==> config.mk <==
export PLATFORM = sky130hd
export DESIGN_NAME = genius_ctrl_flat
export DESIGN_NICKNAME = d
export VERILOG_FILES = /design/src/rtl/genius_ctrl_if.sv /design/src/rtl/genius_ctrl.sv /design/src/flat_wrapper.sv
export SDC_FILE = /design/constraint.sdc
export NUM_CORES = 1
export LEC_CHECK = 0
export BUFFER_PORTS_ARGS = -buffer_cell sky130_fd_sc_hd__buf_2
export CORE_MARGIN = 10
export CORE_UTILIZATION = 53
export DETAILED_ROUTE_END_ITERATION = 6
export HOLD_SLACK_MARGIN = 0.08
export PLACE_DENSITY_LB_ADDON = 0.12
export SLEW_MARGIN = 20
export SYNTH_ARGS = -nofsm -noshare
export SYNTH_HDL_FRONTEND = slang
export SYNTH_SLANG_ARGS = --single-unit
==> constraint.sdc <==
create_clock -name clock -period 4.3 [get_ports clock]
set_input_delay 0.43 -clock clock [delete_from_list [all_inputs] [get_ports clock]]
set_output_delay 0.43 -clock clock [all_outputs]
set_load 0.02 [all_outputs]
==> src/rtl/genius_ctrl_if.sv <==
// Signal bundle between the Genius game sequencer and its surroundings:
// button/start inputs, the sequence ROM port and the LED/display outputs.
interface genius_ctrl_if;
  logic       start;
  logic [3:0] botoes;
  logic [3:0] seq_addr;
  logic [3:0] seq_data;
  logic [3:0] leds;
  logic [4:0] rodada;
  logic [2:0] estado;
  logic       vitoria;
  logic       derrota;

  modport master (
    input  start, botoes, seq_data,
    output seq_addr, leds, rodada, estado, vitoria, derrota
  );

  modport slave (
    output start, botoes, seq_data,
    input  seq_addr, leds, rodada, estado, vitoria, derrota
  );
endinterface

==> src/rtl/genius_ctrl.sv <==
// Genius (Simon) game sequencer: replays the growing colour sequence from the ROM,
// then checks the player's presses against it, advancing rounds up to MAX_ROUND.
module genius_ctrl #(
  parameter int SHOW_CYCLES    = 50000000,
  parameter int GAP_CYCLES     = 25000000,
  parameter int TIMEOUT_CYCLES = 250000000,
  parameter int MAX_ROUND      = 16
) (
  input  logic          clock,
  input  logic          reset,
  genius_ctrl_if.master bus
);

  localparam int MAX_AB = (SHOW_CYCLES > GAP_CYCLES) ? SHOW_CYCLES : GAP_CYCLES;
  localparam int MAX_P  = (MAX_AB > TIMEOUT_CYCLES) ? MAX_AB : TIMEOUT_CYCLES;
  localparam int TW     = $clog2(MAX_P) + 1;

  localparam logic [TW-1:0] SHOW_LAST = TW'(SHOW_CYCLES - 1);
  localparam logic [TW-1:0] GAP_LAST  = TW'(GAP_CYCLES - 1);
  localparam logic [TW-1:0] TO_LAST   = TW'(TIMEOUT_CYCLES - 1);
  localparam logic [TW-1:0] T_ONE     = TW'(1);
  localparam logic [4:0]    R_MAX     = 5'(MAX_ROUND);

  typedef enum logic [2:0] {
    IDLE     = 3'd0,
    SHOW_ON  = 3'd1,
    SHOW_OFF = 3'd2,
    WAIT_IN  = 3'd3,
    WIN      = 3'd4,
    LOSE     = 3'd5
  } state_e;

  state_e        state_q, state_d;
  logic [3:0]    idx_q, idx_d;
  logic [4:0]    rodada_q, rodada_d;
  logic [TW-1:0] timer_q, timer_d;

  logic [4:0] lastIdx;
  logic       pressed;
  logic       pressOk;

  assign lastIdx = rodada_q - 5'd1;
  assign pressed = |bus.botoes;
  assign pressOk = (bus.botoes == bus.seq_data);

  always_ff @(posedge clock) begin
    if (reset) begin
      state_q  <= IDLE;
      idx_q    <= '0;
      rodada_q <= '0;
      timer_q  <= '0;
    end else begin
      state_q  <= state_d;
      idx_q    <= idx_d;
      rodada_q <= rodada_d;
      timer_q  <= timer_d;
    end
  end

  always_comb begin
    state_d  = state_q;
    idx_d    = idx_q;
    rodada_d = rodada_q;
    timer_d  = timer_q;
    case (state_q)
      IDLE, WIN, LOSE: begin
        if (bus.start) begin
          rodada_d = 5'd1;
          idx_d    = '0;
          timer_d  = '0;
          state_d  = SHOW_ON;
        end
      end
      SHOW_ON: begin
        if (timer_q == SHOW_LAST) begin
          timer_d = '0;
          state_d = SHOW_OFF;
        end else begin
          timer_d = timer_q + T_ONE;
        end
      end
      SHOW_OFF: begin
        if (timer_q == GAP_LAST) begin
          timer_d = '0;
          if ({1'b0, idx_q} == lastIdx) begin
            idx_d   = '0;
            state_d = WAIT_IN;
          end else begin
            idx_d   = idx_q + 4'd1;
            state_d = SHOW_ON;
          end
        end else begin
          timer_d = timer_q + T_ONE;
        end
      end
      WAIT_IN: begin
        // A press in the timeout cycle still counts, so it is tested first.
        if (pressed) begin
          timer_d = '0;
          if (!pressOk) begin
            state_d = LOSE;
          end else if ({1'b0, idx_q} < lastIdx) begin
            idx_d = idx_q + 4'd1;
          end else if (rodada_q == R_MAX) begin
            state_d = WIN;
          end else begin
            rodada_d = rodada_q + 5'd1;
            idx_d    = '0;
            state_d  = SHOW_ON;
          end
        end else if (timer_q == TO_LAST) begin
          state_d = LOSE;
        end else begin
          timer_d = timer_q + T_ONE;
        end
      end
      default: state_d = IDLE;
    endcase
  end

  always_comb begin
    bus.leds = 4'b0000;
    case (state_q)
      SHOW_ON: bus.leds = bus.seq_data;
      WIN:     bus.leds = 4'b1111;
      default: bus.leds = 4'b0000;
    endcase
  end

  assign bus.seq_addr = idx_q;
  assign bus.rodada   = rodada_q;
  assign bus.estado   = state_q;
  assign bus.vitoria  = (state_q == WIN);
  assign bus.derrota  = (state_q == LOSE);

endmodule

==> src/flat_wrapper.sv <==
// flat-port wrapper written by rule: the top's interface ports become plain ports
module genius_ctrl_flat 
#(
  parameter int SHOW_CYCLES    = 50000000,
  parameter int GAP_CYCLES     = 25000000,
  parameter int TIMEOUT_CYCLES = 250000000,
  parameter int MAX_ROUND      = 16
)
  (clock, reset, bus_start, bus_botoes, bus_seq_data, bus_seq_addr, bus_leds, bus_rodada, bus_estado, bus_vitoria, bus_derrota);
  genius_ctrl_if bus_i ();
  input  logic clock;
  input  logic reset;
  input wire logic [$bits(bus_i.start)-1:0] bus_start;
  input wire logic [$bits(bus_i.botoes)-1:0] bus_botoes;
  input wire logic [$bits(bus_i.seq_data)-1:0] bus_seq_data;
  output wire logic [$bits(bus_i.seq_addr)-1:0] bus_seq_addr;
  output wire logic [$bits(bus_i.leds)-1:0] bus_leds;
  output wire logic [$bits(bus_i.rodada)-1:0] bus_rodada;
  output wire logic [$bits(bus_i.estado)-1:0] bus_estado;
  output wire logic [$bits(bus_i.vitoria)-1:0] bus_vitoria;
  output wire logic [$bits(bus_i.derrota)-1:0] bus_derrota;
  assign bus_i.start = bus_start;
  assign bus_i.botoes = bus_botoes;
  assign bus_i.seq_data = bus_seq_data;
  assign bus_seq_addr = bus_i.seq_addr;
  assign bus_leds = bus_i.leds;
  assign bus_rodada = bus_i.rodada;
  assign bus_estado = bus_i.estado;
  assign bus_vitoria = bus_i.vitoria;
  assign bus_derrota = bus_i.derrota;
  genius_ctrl #(.SHOW_CYCLES(SHOW_CYCLES), .GAP_CYCLES(GAP_CYCLES), .TIMEOUT_CYCLES(TIMEOUT_CYCLES), .MAX_ROUND(MAX_ROUND)) u_core (.clock(clock), .reset(reset), .bus(bus_i));
endmodule
Yosys cells after proc, flatten, opt, wreduce, memory -nomap -nowiden
Index checks and enable logic that the tools add are counted.
- bits in registers: 41
- logic and storage cells: 72
- bits of input ports: 11
- output and inout port bits: 18
- memory bits (writable): 0
- memories kept: 0
- ROM bits: 0
- latch bits: 0
- bitwise logic cells: 0
- reductions and logical operators: 10
- divide/modulo/power cells: 0
- muxes and demuxes: 31
- $lt $le $gt $ge: 1
- shift operators: 0
- add/subtract/negate cells: 4
- equality and inequality tests: 22
- multiply operators: 0
- operators by type and width (kind ; count):
    $mux 29 ; 5
    $pmux 29 s4 ; 1
    $add 29x1->29 const B ; 1
    $eq 29x25->1 const B ; 1
    $eq 29x26->1 const B ; 1
    $eq 29x28->1 const B ; 1
    $mux 4 ; 7
    $mux 5 ; 5
    $mux 3 ; 8
    $pmux 3 s4 ; 1
    $pmux 4 s3 ; 1
    $reduce_and 6->1 ; 2
    $pmux 5 s2 ; 1
    $ne 2x1->1 const B ; 4
    $pmux 4 s2 ; 1
    $eq 3x2->1 const B ; 2
    $eq 3x3->1 const B ; 2
    $ne 2x2->1 const B ; 3
    $ne 3x2->1 const B ; 2
    $add 5x1->5 const B ; 1
    $eq 4x5->1 ; 1
    $eq 5x5->1 const B ; 1
    $lt 4x5->1 ; 1
    $reduce_and 5->1 ; 1
    other kinds (14) ; 14

Longest topological paths before layout
Gate-level depths: netlist (run 1).
- depth after elaboration: 6
- depth in mapped cells: 10
- depth with buffers taken out: 10

Worst setup path before layout (run 1)
Ideal clock, no wire load.
- kind: reg-to-reg
- start point: register u_core.rodada_q[0], in the netlist u_core.bus.rodada[0]
- end point: register u_core.idx_q[2], in the netlist u_core.bus.seq_addr[2]
- period minus slack after synthesis: 2.947 ns
- path slack: 1.353 ns
- arrival: 2.873 ns
- library setup time: 0.075 ns
- required time: 4.225 ns
- path buffers: 0
- cell stages (with the launch flop): 11
- cell sequence: dfxtp_1 > inv_1 > ha_1 > xnor2_1 > ha_1 > a21o_1 > a211o_1 > and2_2 > a211o_2 > or4b_1 > a31oi_1
- longest elaborated chain between the ends: 6
- elaborated cells between the ends (all ways): 12
- those cells by class: add/sub (1); order compare (1); eq/ne (3); mux (6); reduce/logical (1)
- ends and longest elaborated chain (item ; RTL line ; source):
    from (decl) ; genius_ctrl.sv:35 ; logic [4:0] rodada_q, rodada_d;
    from (signal assigned) ; genius_ctrl.sv:55 ; rodada_q <= rodada_d;
    $sub 5x1->5 ; genius_ctrl.sv:42 ; assign lastIdx = rodada_q - 5'd1;
    $lt 4x5->1 ; genius_ctrl.sv:102 ; end else if ({1'b0, idx_q} < lastIdx) begin
    $mux 4 ; genius_ctrl.sv:102 ;
    $mux 4 ; genius_ctrl.sv:100 ; if (!pressOk) begin
    $mux 4 ; genius_ctrl.sv:98 ; if (pressed) begin
    $pmux 4 s3 ; genius_ctrl.sv:65 ; case (state_q)
    to (signal assigned) ; genius_ctrl.sv:54 ; idx_q <= idx_d;
    to (decl) ; genius_ctrl.sv:34 ; logic [3:0] idx_q, idx_d;
Several ways; a longest one is shown, not always the timed one. The select of a mux whose other input is x is not followed.
A chain may end at the register's enable or synchronous reset.

Worst setup path after layout (run 1)
- start point: register u_core.state_q[1], in the netlist u_core.bus.estado[1]
- end point: register u_core.timer_q[15]
- longest elaborated chain between the ends: 4
- elaborated cells between the ends (all ways): 12
- those cells by class: eq/ne (7); mux (1); reduce/logical (4)
- ends and longest elaborated chain (item ; RTL line ; source):
    from (decl) ; genius_ctrl.sv:33 ; state_e state_q, state_d;
    from (signal assigned) ; genius_ctrl.sv:53 ; state_q <= state_d;
    $eq 3x3->1 or $logic_not 3->1 (tied branches) ; genius_ctrl.sv:65 ;
    $reduce_or 3->1 ; genius_ctrl.sv:65 ;
    $reduce_bool 4->1 (no source line) or $ne 2x2->1 (tied branches) ; n/a ;
    $reduce_and 3->1 (no source line) ; n/a ;
    to (signal assigned) ; genius_ctrl.sv:56 ; timer_q <= timer_d;
    to (decl) ; genius_ctrl.sv:36 ; logic [TW-1:0] timer_q, timer_d;
Several ways; a longest one is shown, not always the timed one.

==> metrics.md, run 1 <==
| Metric | Value |
|---|---|
| Status | complete, no violations |
| CTS max path bufs | 2 |
| CP Launch Type | flip-flop |
| Ys async rst share | 0 |
| TritonCTS clock tree | yes |
| Crit-path cells | nor2_1 > o21ai_0 > nand2_1 > or4_1 > a21oi_1 |
| Critical Path Source | u_core.bus.estado[1] |
| Vias per std cell | around 6.4 |
| Area Overhead vs Synth | 7.96% |
| Crit-path max cell delay | between 700 and 800 ps |
| Post-CTS Setup Inserts | 0 |
| RSZ-0062 raised after global routing | no |
| Slew HR | 0.323 |
| Clk root buf | clkbuf_8 |
| Reg-to-reg startpoint | u_core.bus.estado[1] |
| Final net count | roughly 410 |
| DRC | 0 |
| Mapped Nets | 399 |
| Grt ovf | 0 |
| # diodes | 0 |
| Drt first-iter violations | 221 |
| Worst hold path type | flip-flop to flip-flop |
| Wire per inst | approximately 16 microns |
| Via Count | approximately 2900 |
| Largest net degree at the start of global routing | 37 |
| Seq cells post-synth | 41 |
| Initial Utilization | 0.556 |
| Final hold vios | 0 |
| Port-buffer cells | 28 |
| All-layer global routing usage | 0.171 |
| Worst-margin pin slew | around 1000 ps |
| Row count | 26 |
| DRT Pass-1 Iters | 5 |
| Final setup vio count | 0 |
| Worst VDD drop | approximately 0.24 mV |
| Crit-path slowest cell | nand2_1 |
| Final wirelength | around 7500 microns |
| Die span in y | 93.9 microns |
| Ranking of synthesized cells by area | dfxtp_1, nand2_1, nand3_1 |
| Fillers | roughly 500 |
| Synth area leader | dfxtp_1 |
| Pwr Density | 438 nW/um^2 |
| EDFF count, synth | 0 |
| WP data arrival | 3340 ps |
| GPL Wtd Cong | 0.838 |
| DRT antenna net count | 0 |
| Top cell type's share of synthesized area | 0.284 |
| Crit path buf inv count | 0 |
| Post-synth top flop | dfxtp_1 |
| Global-route wire length before repair | between 10000 and 15000 microns |
| Crit path capture type | flip-flop |
| CP delay by family, top | simple AND/OR/NAND/NOR gates |
| Leading cell type in the layout, fill and taps excluded | nand2_1 |
| F_max | 321 MHz |
| Clock Sinks | approximately 40 |
| Clk_lat worst skew | about 300 ps |
| Syn_area_per_cell | 7.64 sq um |
| Sequential cell area fraction in the yosys report | 0.284 |
| Layout cells sized above 1 | 0.140 |
| Top-Level Pins | 29 |
| Slew Limit Fails | 0 |
| WS Path Type | flip-flop to flip-flop |
| Commonest non-fill, non-tap cells in the layout | nand2_1, dfxtp_1, nand3_1 |
| Maxcap violations | 0 |
| Core ar. | 5200 sq um |
| H-tree Lvls | 2 |
| Post-detail-place hpwl | roughly 5300 microns |
| Fin crit share | 0.725 |
| Vias in the first global route | about 2600 |
| Synth unique cells | 62 |
| Pleak | a little over 1 nW |
| Mapped Cells | ~380 |
| Pre-CTS setup slack | 1260 ps |
| Crit path time final | between 3000 and 4000 ps |
| CTS clock-pin slew for the worst setup and hold paths | around 80 ps |
| Netlist Area Pre-Place | roughly 2900 sq um |
| Num CTS Buffers | 5 |
| Cts repair resizes | 0 |
| Worst EP required | ~4500 ps |
| Die Span X | about 94 microns |
| Hold Startpoint | u_core.timer_q[1] |
| Die area | 8820 sq um |
| Sum Neg Setup Slack | 0 ps |
| Clock Skew | 6.89 ps |
| Final WS setup | about 1200 ps |
| Yosys warns | 0 |
| CP Max Fanout | 33 |
| CTS Hold Bufs | 0 |
| Initial antenna violation count | 0 |
path summary, 6_finish.rpt:
path                             end  slack, ps  cells after the start
hold / removal     u_core.timer_q[1]        500                      2
hold reg to reg    u_core.timer_q[1]        500                      2
setup / recovery  u_core.timer_q[15]       1180                      5
setup reg to reg  u_core.timer_q[15]       1180                      5
synth_stat cells (all sizes together) (5+ instances only):
master	count
buf	5
a2bb2oi	6
a21oi	22
and2	5
ha	9
o21ai	14
inv	14
a31oi	18
or3	13
nand4	11
nand2	48
nand3	33
or4	16
xnor2	7
nor3	15
o31ai	5
nor2	12
and3	6
dfxtp	41
clkbuf	16
worst min-delay path, delay by kind of cell, from the launching register on:
family	cells	cell delay, ps
compound gates	1	50
simple gates	1	60
flops	1	340
cell families (layout without fill, tap and decap cells):
family                   after synthesis  count (layout)  share of synthesized area
AO/OA/AOI/OAI                         93              93                      0.209
multiplexers                           3               3                     0.0104
flip-flops                            41              41                      0.284
buffers and inverters                 36              51                     0.0601
XOR/XNOR                               7               7                     0.0212
adder cells (fa/ha/maj)                9               9                     0.0389
AND/OR/NAND/NOR                      190             190                      0.377
layer usage:
metal | wire (microns) | up-vias | GRT usage
li1 | - | 1464 | -
met1 | 3610 | 1370 | 0.243
met2 | 3310 | 104 | 0.254
met3 | 486 | 10 | 0.0352
met4 | 101 | 0 | 0.0468
met5 | 0 | - | 0
flip-flops by register name, summed over array words and instances (netlist names):
signal               flops
u_core.bus.rodada        5
u_core.bus.estado        3
u_core.timer_q          29
u_core.bus.seq_addr      4
power breakdown:
part	switching [W]	total (W)	internal (W)
clock	0.000135	0.000325	0.000189
combinational	0.000414	0.000592	0.000178
sequential	0.0000508	0.000451	0.000400
total	0.000601	0.00137	0.000767
final cells by class:
type                       instances  area [sq um]  share of cell area
inverter                          14          52.6              0.0168
multi-input combinational        302          1900               0.608
timing repair buffer              29           148              0.0473
clock inverter                     1          30.0             0.00961
sequential                        41           821               0.263
tap                               70          87.6              0.0280
clock buffer                       7          86.3              0.0276
metrics by stage:
stage               hold slack [ps]  std cells  utilization  total power, W  instance area [sq um]
finish                          496        464        0.600         0.00137                   3120
global route                    544        464        0.600         0.00145                   3120
CTS                             499        464        0.600         0.00136                   3120
detailed placement              488        456        0.578         0.00104                   3010
global placement                478        456        0.578         0.00103                   3010
floorplan                       462        379            -        0.000905                   2890
No activity file was read; power rests on OpenSTA's default activity.
==> run 2: changes to the inputs <==
==> constraint.sdc (replaced) <==
create_clock -name clock -period 2.9 [get_ports clock]
set_input_delay 0.29 -clock clock [delete_from_list [all_inputs] [get_ports clock]]
set_output_delay 0.29 -clock clock [all_outputs]
set_load 0.02 [all_outputs]
==> run 2 against run 1 <==
Net effect: the run now ends with design-rule violations left; via count up 3.0%; sequential cell count unchanged; wire length up 5.2%; core utilization up 2.8 points; final cell count up 3.4%; critical endpoint is now u_core.bus.seq_addr[2].
==> metrics.md, run 2 (synthesized netlist as in run 1, its figures left out) <==
| Metric | Value |
|---|---|
| Initial antenna violation count | 0 (unchanged) |
| Failing checks | design-rule violations |
| Slew Limit Fails | 0 (unchanged) |
| Worst VDD drop | 0.418 mV (+77%) |
| CTS Hold Bufs | 0 (unchanged) |
| Worst-margin pin slew | 707 ps (-306 ps) |
| Via Count | 3035 (+3.0%) |
| Area Overhead vs Synth | 12.9% |
| Largest net degree at the start of global routing | 37 (unchanged) |
| CTS clock-pin slew for the worst setup and hold paths | 80 ps (about the same) |
| Commonest non-fill, non-tap cells in the layout | nand2_1, dfxtp_1, nand3_1 |
| Pleak | 1.12 nW (+7.8%) |
| Clock Skew | 4.63 ps (-2.26 ps) |
| Die area | 8820 sq um (unchanged) |
| F_max | 358 MHz (+12%) |
| CP Max Fanout | 5 (-85%) |
| Vias in the first global route | 2771 (+6.9%) |
| Biggest register | u_core.timer_q |
| Final setup vio count | 0 (unchanged) |
| GPL Wtd Cong | 0.949 (+13%) |
| WS Path Type | flip-flop to flip-flop |
| Leading cell type in the layout, fill and taps excluded | nand2_1 |
| Die Span X | 93.9 microns (unchanged) |
| Clk_lat worst skew | 300 ps (about the same) |
| Die span in y | 93.9 microns (unchanged) |
| Post-detail-place hpwl | 5510 microns (+4.5%) |
| Core ar. | 5200 sq um (unchanged) |
| Max FFs per register | 29 (unchanged) |
| Wire per inst | 16.4 microns (+1.7%) |
| Non-Filler Instances | 480 (+3.4%) |
| Num CTS Buffers | 5 (unchanged) |
| Layout cells sized above 1 | 0.185 (+0.0458) |
| Combinational share of power | 0.477 (+0.044) |
| CP Launch Type | flip-flop |
| Row count | 26 (unchanged) |
| Power share of the clock group | 0.226 (-0.011) |
| Worst hold slack | 493 ps (-3.74 ps) |
| Switching pwr | 0.000924 W (+54%) |
| Drt first-iter violations | 177 (-20%) |
| Port-buffer cells | 28 (unchanged) |
| Global-route wire length before repair | 13300 microns (+4.5%) |
| Final net count | 429 (+3.9%) |
| Pwr Density | 663 nW/um^2 (+51%) |
| Status | complete, but fails checks |
| Worst hold path type | flip-flop to flip-flop |
| TritonCTS clock tree | yes |
| Crit path time final | 2790 ps (-325 ps) |
| Sequential power share | 0.297 (-0.033) |
| DRT antenna net count | 0 (unchanged) |
| Post-Place Cells | 471 (+3.3%) |
| Int Power | 0.00124 W (+62%) |
| Crit path capture type | flip-flop |
| All-layer global routing usage | 0.180 (+0.00863) |
| Top-Level Pins | 29 (unchanged) |
| CTS max path bufs | 2 (unchanged) |
| Final hold vios | 0 (unchanged) |
| Initial Utilization | 0.556 (unchanged) |
| Final wirelength | 7890 microns (+5.2%) |
| Grt ovf | 0 (unchanged) |
| WP data arrival | 3020 ps (-320 ps) |
| Slew HR | 0.529 (+0.206) |
| DRC | 2 (+2) |
| Switching share of total power | 0.427 (-0.0126) |
| Maxcap violations | 0 (unchanged) |
| Vias per std cell | 6.32 (-0.48%) |
| H-tree Lvls | 2 (unchanged) |
| Fin crit share | 0.963 (+0.238) |
| DRT Pass-1 Iters | 7 (+2) |
| R2R Setup Slk | 110 ps (-1070 ps) |
| Clk root buf | clkbuf_8 |
| # diodes | 0 (unchanged) |
| Clock Sinks | 41 (unchanged) |
| Worst EP required | 3130 ps (-1390 ps) |
==> run 2: layout make-up <==
cell class,count,area [sq um]
clock buffer,7,86.3
fill,479,1940
multi-input combinational,302,1920
timing repair buffer,45,268
tap,70,87.6
inverter,14,52.6
clock inverter,1,30.0
sequential,41,828
==> run 2: timing repair <==
| item | in CTS | in global routing |
|---|---|---|
| gates cloned | 0 | 0 |
| pin swaps | 0 | 3 |
| buffers inserted | 0 | 1 |
| setup endpoints to repair | 1 | 2 |
| resized for setup | 1 | 7 |
==> run 2: worst max-delay path, cell delays in order (launching register included) <==
cell and delay [ps]:
dfxtp_4 380, inv_2 60, ha_2 190, xnor2_1 120, ha_1 330, and4b_1 190
a211o_1 280, and2_4 180, a211o_4 350, or4b_1 480, a31oi_1 170
==> run 2: final timing paths <==
kind	from	endpoint	cells past startpoint
max	u_core.bus.rodada[0]	u_core.bus.seq_addr[2]	10
min	u_core.timer_q[1]	u_core.timer_q[1]	2
max reg2reg	u_core.bus.rodada[0]	u_core.bus.seq_addr[2]	10
min reg2reg	u_core.timer_q[1]	u_core.timer_q[1]	2
==> run 2: power by group through the flow <==
| stage | sequential (W) | combinational (W) | clock, W |
|---|---|---|---|
| after floorplan | 0.000662 | 0.000680 | 0 |
| after global placement | 0.000651 | 0.000994 | 0 |
| after detailed placement | 0.000653 | 0.00100 | 0 |
| after CTS | 0.000641 | 0.00101 | 0.000498 |
| after global routing | 0.000651 | 0.00112 | 0.000526 |
| final | 0.000644 | 0.00103 | 0.000489 |
==> run 2: stage by stage <==
stage	total power, W	setup slack [ps]	instance area [sq um]	setup TNS [ps]	util
6_report	0.00217	107	3270	0	0.628
5_1_grt	0.00230	-2.09	3270	-2.09	0.628
4_1_cts	0.00215	0.699	3240	0	0.622
3_5_place_dp	0.00165	4.71	3120	0	0.600
3_3_place_gp	0.00165	80.9	3120	0	0.600
2_1_floorplan	0.00134	15.7	2900	0	-
==> run 2: per-layer routing <==
| metal | global-route usage | vias to the layer above | wire length [microns] |
|---|---|---|---|
| li1 | - | 1496 | - |
| met1 | 0.236 | 1410 | 3680 |
| met2 | 0.284 | 120 | 3560 |
| met3 | 0.0416 | 9 | 544 |
| met4 | 0.0570 | 0 | 104 |
| met5 | 0 | - | 0 |
==> run 3: changes to the inputs <==
--- a/config.mk
+++ b/config.mk
@@ -5,12 +5,13 @@
 export SDC_FILE = /design/constraint.sdc
 export NUM_CORES = 1
 export LEC_CHECK = 0
-export BUFFER_PORTS_ARGS = -buffer_cell sky130_fd_sc_hd__buf_2
+export BUFFER_PORTS_ARGS = -buffer_cell sky130_fd_sc_hd__clkbuf_2
 export CORE_MARGIN = 10
-export CORE_UTILIZATION = 53
+export CORE_UTILIZATION = 30
 export DETAILED_ROUTE_END_ITERATION = 6
 export HOLD_SLACK_MARGIN = 0.08
 export PLACE_DENSITY_LB_ADDON = 0.12
+export SETUP_SLACK_MARGIN = 0.5
 export SLEW_MARGIN = 20
 export SYNTH_ARGS = -nofsm -noshare
 export SYNTH_HDL_FRONTEND = slang
==> run 3 against run 2 <==
Net effect: critical path depth fell by 1; largest cell class unchanged; setup slack improved by 140 ps; clock-buffer cell count fell by 1; final area rose by 11%; hold slack improved by 3.8 ps; global-route usage fell by 5.8 points; non-clock buffer count rose by 11; fmax rose by 5.4%; largest power group unchanged; die area rose by 59%; power rose by 9.8%; the flow now finishes without violations; wire length rose by 12%.
==> metrics.md, run 3 (synthesized netlist as in run 1, its figures left out) <==
| Metric | Value |
|---|---|
| Status | complete, no violations |
| Sum Neg Setup Slack | 0 ps (unchanged) |
| Multi-input gate area | 2070 sq um (+8.1%) |
| Wire per inst | 16.1 microns (-2.2%) |
| Worst EP required | 3130 ps (about the same) |
| DRT Pass-1 Iters | 4 (-3) |
| Critical Path Source | u_core.bus.rodada[0] |
| Die area | 14000 sq um (+59%) |
| Core ar. | 9330 sq um (+79%) |
| Via Count | 3022 (-0.43%) |
| TritonCTS clock tree | yes |
| Clk_lat worst skew | 300 ps (about the same) |
| Clock Skew | 13.3 ps (+8.66 ps) |
| DRT antenna net count | 0 (unchanged) |
| Biggest register | u_core.timer_q |
| Slew HR | 0.613 (+0.0843) |
| # diodes | 0 (unchanged) |
| Post-detail-place hpwl | 6290 microns (+14%) |
| Crit-path cells | nor3_2 > xnor2_1 > ha_1 > and4b_1 > a211o_1 > and2_4 > a211o_4 > or4b_1 > a31oi_1 |
| Final setup vio count | 0 (unchanged) |
| Crit-path max cell delay | 470 ps (about the same) |
| Area Overhead vs Synth | 25.2% |
| Worst Reg-to-Reg Cells | 9 (-1) |
| FF/Latch Area | 830 sq um (+0.15%) |
| Fin crit share | 0.914 (-0.0494) |
| H-tree Lvls | 2 (unchanged) |
| All-layer global routing usage | 0.122 (-0.0584) |
| GPL Wtd Cong | 0.820 (-14%) |
| F_max | 377 MHz (+5.4%) |
| Global-route wire length before repair | 14700 microns (+11%) |
| Pleak | 1.20 nW (+7.7%) |
| Worst VDD drop | 0.300 mV (-28%) |
| Crit path time final | 2650 ps (-143 ps) |
| Critical path depth | 9 (-1) |
| Clock Sinks | 41 (unchanged) |
| Final Power | 0.00238 W (+9.8%) |
| Num CTS Buffers | 5 (unchanged) |
| Row count | 35 (+35%) |
| Largest net degree at the start of global routing | 36 (-2.7%) |
| CP delay by family, top | simple AND/OR/NAND/NOR gates |
| Initial antenna violation count | 0 (unchanged) |
| Reg-to-reg startpoint | u_core.bus.rodada[0] |
| Worst hold path type | flip-flop to flip-flop |
| WP data arrival | 2880 ps (-140 ps) |
| R2R Setup Slk | 250 ps (+140 ps) |
| Vias in the first global route | 2991 (+7.9%) |
| Layout cells sized above 1 | 0.264 (+0.0783) |
| Die span in y | 118 microns (+26%) |
| Pwr Density | 657 nW/um^2 (-0.96%) |
| Maxcap violations | 0 (unchanged) |
| CTS max path bufs | 2 (unchanged) |
| WS Path Type | flip-flop to flip-flop |
| Drt first-iter violations | 141 (-20%) |
| Crit path capture type | flip-flop |
| Clk root buf | clkbuf_8 |
| DRC | 0 (-2) |
| RSZ-0062 raised after global routing | yes |
| CP Launch Type | flip-flop |
| Leading cell type in the layout, fill and taps excluded | nand2_1 |
| Top-Level Pins | 29 (unchanged) |
| Crit path buf inv count | 0 (-1) |
| Initial Utilization | 0.310 (-0.246) |
| Max FFs per register | 29 (unchanged) |
| CP Max Fanout | 5 (unchanged) |
| CTS clock-pin slew for the worst setup and hold paths | 100 ps (+20 ps) |
| Final hold vios | 0 (unchanged) |
| Reg2reg end | u_core.bus.seq_addr[2] |
| Grt ovf | 0 (unchanged) |
| Worst-margin pin slew | 581 ps (-127 ps) |
| Worst Setup EP | u_core.bus.seq_addr[2] |
| Crit-path slowest cell | or4b_1 |
| Slew Limit Fails | 0 (unchanged) |
| Die Span X | 118 microns (+26%) |
| Final net count | 440 (+2.6%) |
| Final wirelength | 8850 microns (+12%) |
| Vias per std cell | 5.49 (-13%) |
| Fillers | 985 (+110%) |
| Commonest non-fill, non-tap cells in the layout | nand2_1, dfxtp_1, nand3_1 |
| Port-buffer cells | 28 (unchanged) |
==> run 3: stage by stage <==
| stage | setup WS (ps) | std cells | hold slack (ps) | utilization | instance area (sq um) |
|---|---|---|---|---|---|
| finish | 251 | 550 | 496 | 0.389 | 3620 |
| global route | 142 | 550 | 547 | 0.389 | 3620 |
| CTS | 238 | 545 | 494 | 0.372 | 3470 |
| detailed placement | 217 | 531 | 481 | 0.351 | 3270 |
| global placement | 258 | 531 | 473 | 0.351 | 3270 |
| floorplan | 296 | 379 | 462 | - | 2960 |
==> run 3: layout make-up <==
cell class | count | area share
clock buffer | 6 | 0.0259
tap | 129 | 0.0445
timing repair buffer | 56 | 0.103
multi-input combinational | 302 | 0.571
inverter | 14 | 0.0166
sequential | 41 | 0.229
clock inverter | 2 | 0.00967
==> run 3: how the worst min path moves through the flow <==
stage | cells after the start | from | to | slack (ps)
final | 2 | u_core.timer_q[1] | u_core.timer_q[1] | 500
after global routing | 2 | u_core.timer_q[1] | u_core.timer_q[1] | 550
after CTS | 2 | u_core.timer_q[1] | u_core.timer_q[1] | 490
after detailed placement | 2 | u_core.timer_q[1] | u_core.timer_q[1] | 480
after global placement | 2 | u_core.timer_q[1] | u_core.timer_q[1] | 470
after floorplan | 2 | u_core.timer_q[1] | u_core.timer_q[1] | 460
==> run 3: tightest hold or removal path, stage by stage, from the launching register on <==
cell	delay (ps)
dfxtp_1	350
nand2_1	60
a21oi_1	50
==> run 3: repair_timing <==
item / 4_1_cts / 5_1_grt
pin swaps: 4 / 13
hold buffers: 0 / 0
endpoints found under the setup margin: 29 / 41
buffers inserted: 6 / 5
gates resized for setup: 10 / 26
endpoints found under the hold margin: 0 / 0
==> run 3: per-layer routing <==
metal  GRT usage  wire (microns)  vias up
met5           0               0        -
met4      0.0309             102        0
met1       0.142            3960     1450
li1            -               -     1525
met2       0.222            4510       37
met3      0.0219             271       10
==> run 3: where the power goes <==
part / switching, W / internal, W
clock network: 0.000226 / 0.000308
registers: 0.0000385 / 0.000595
logic: 0.000756 / 0.000456
total: 0.00102 / 0.00136
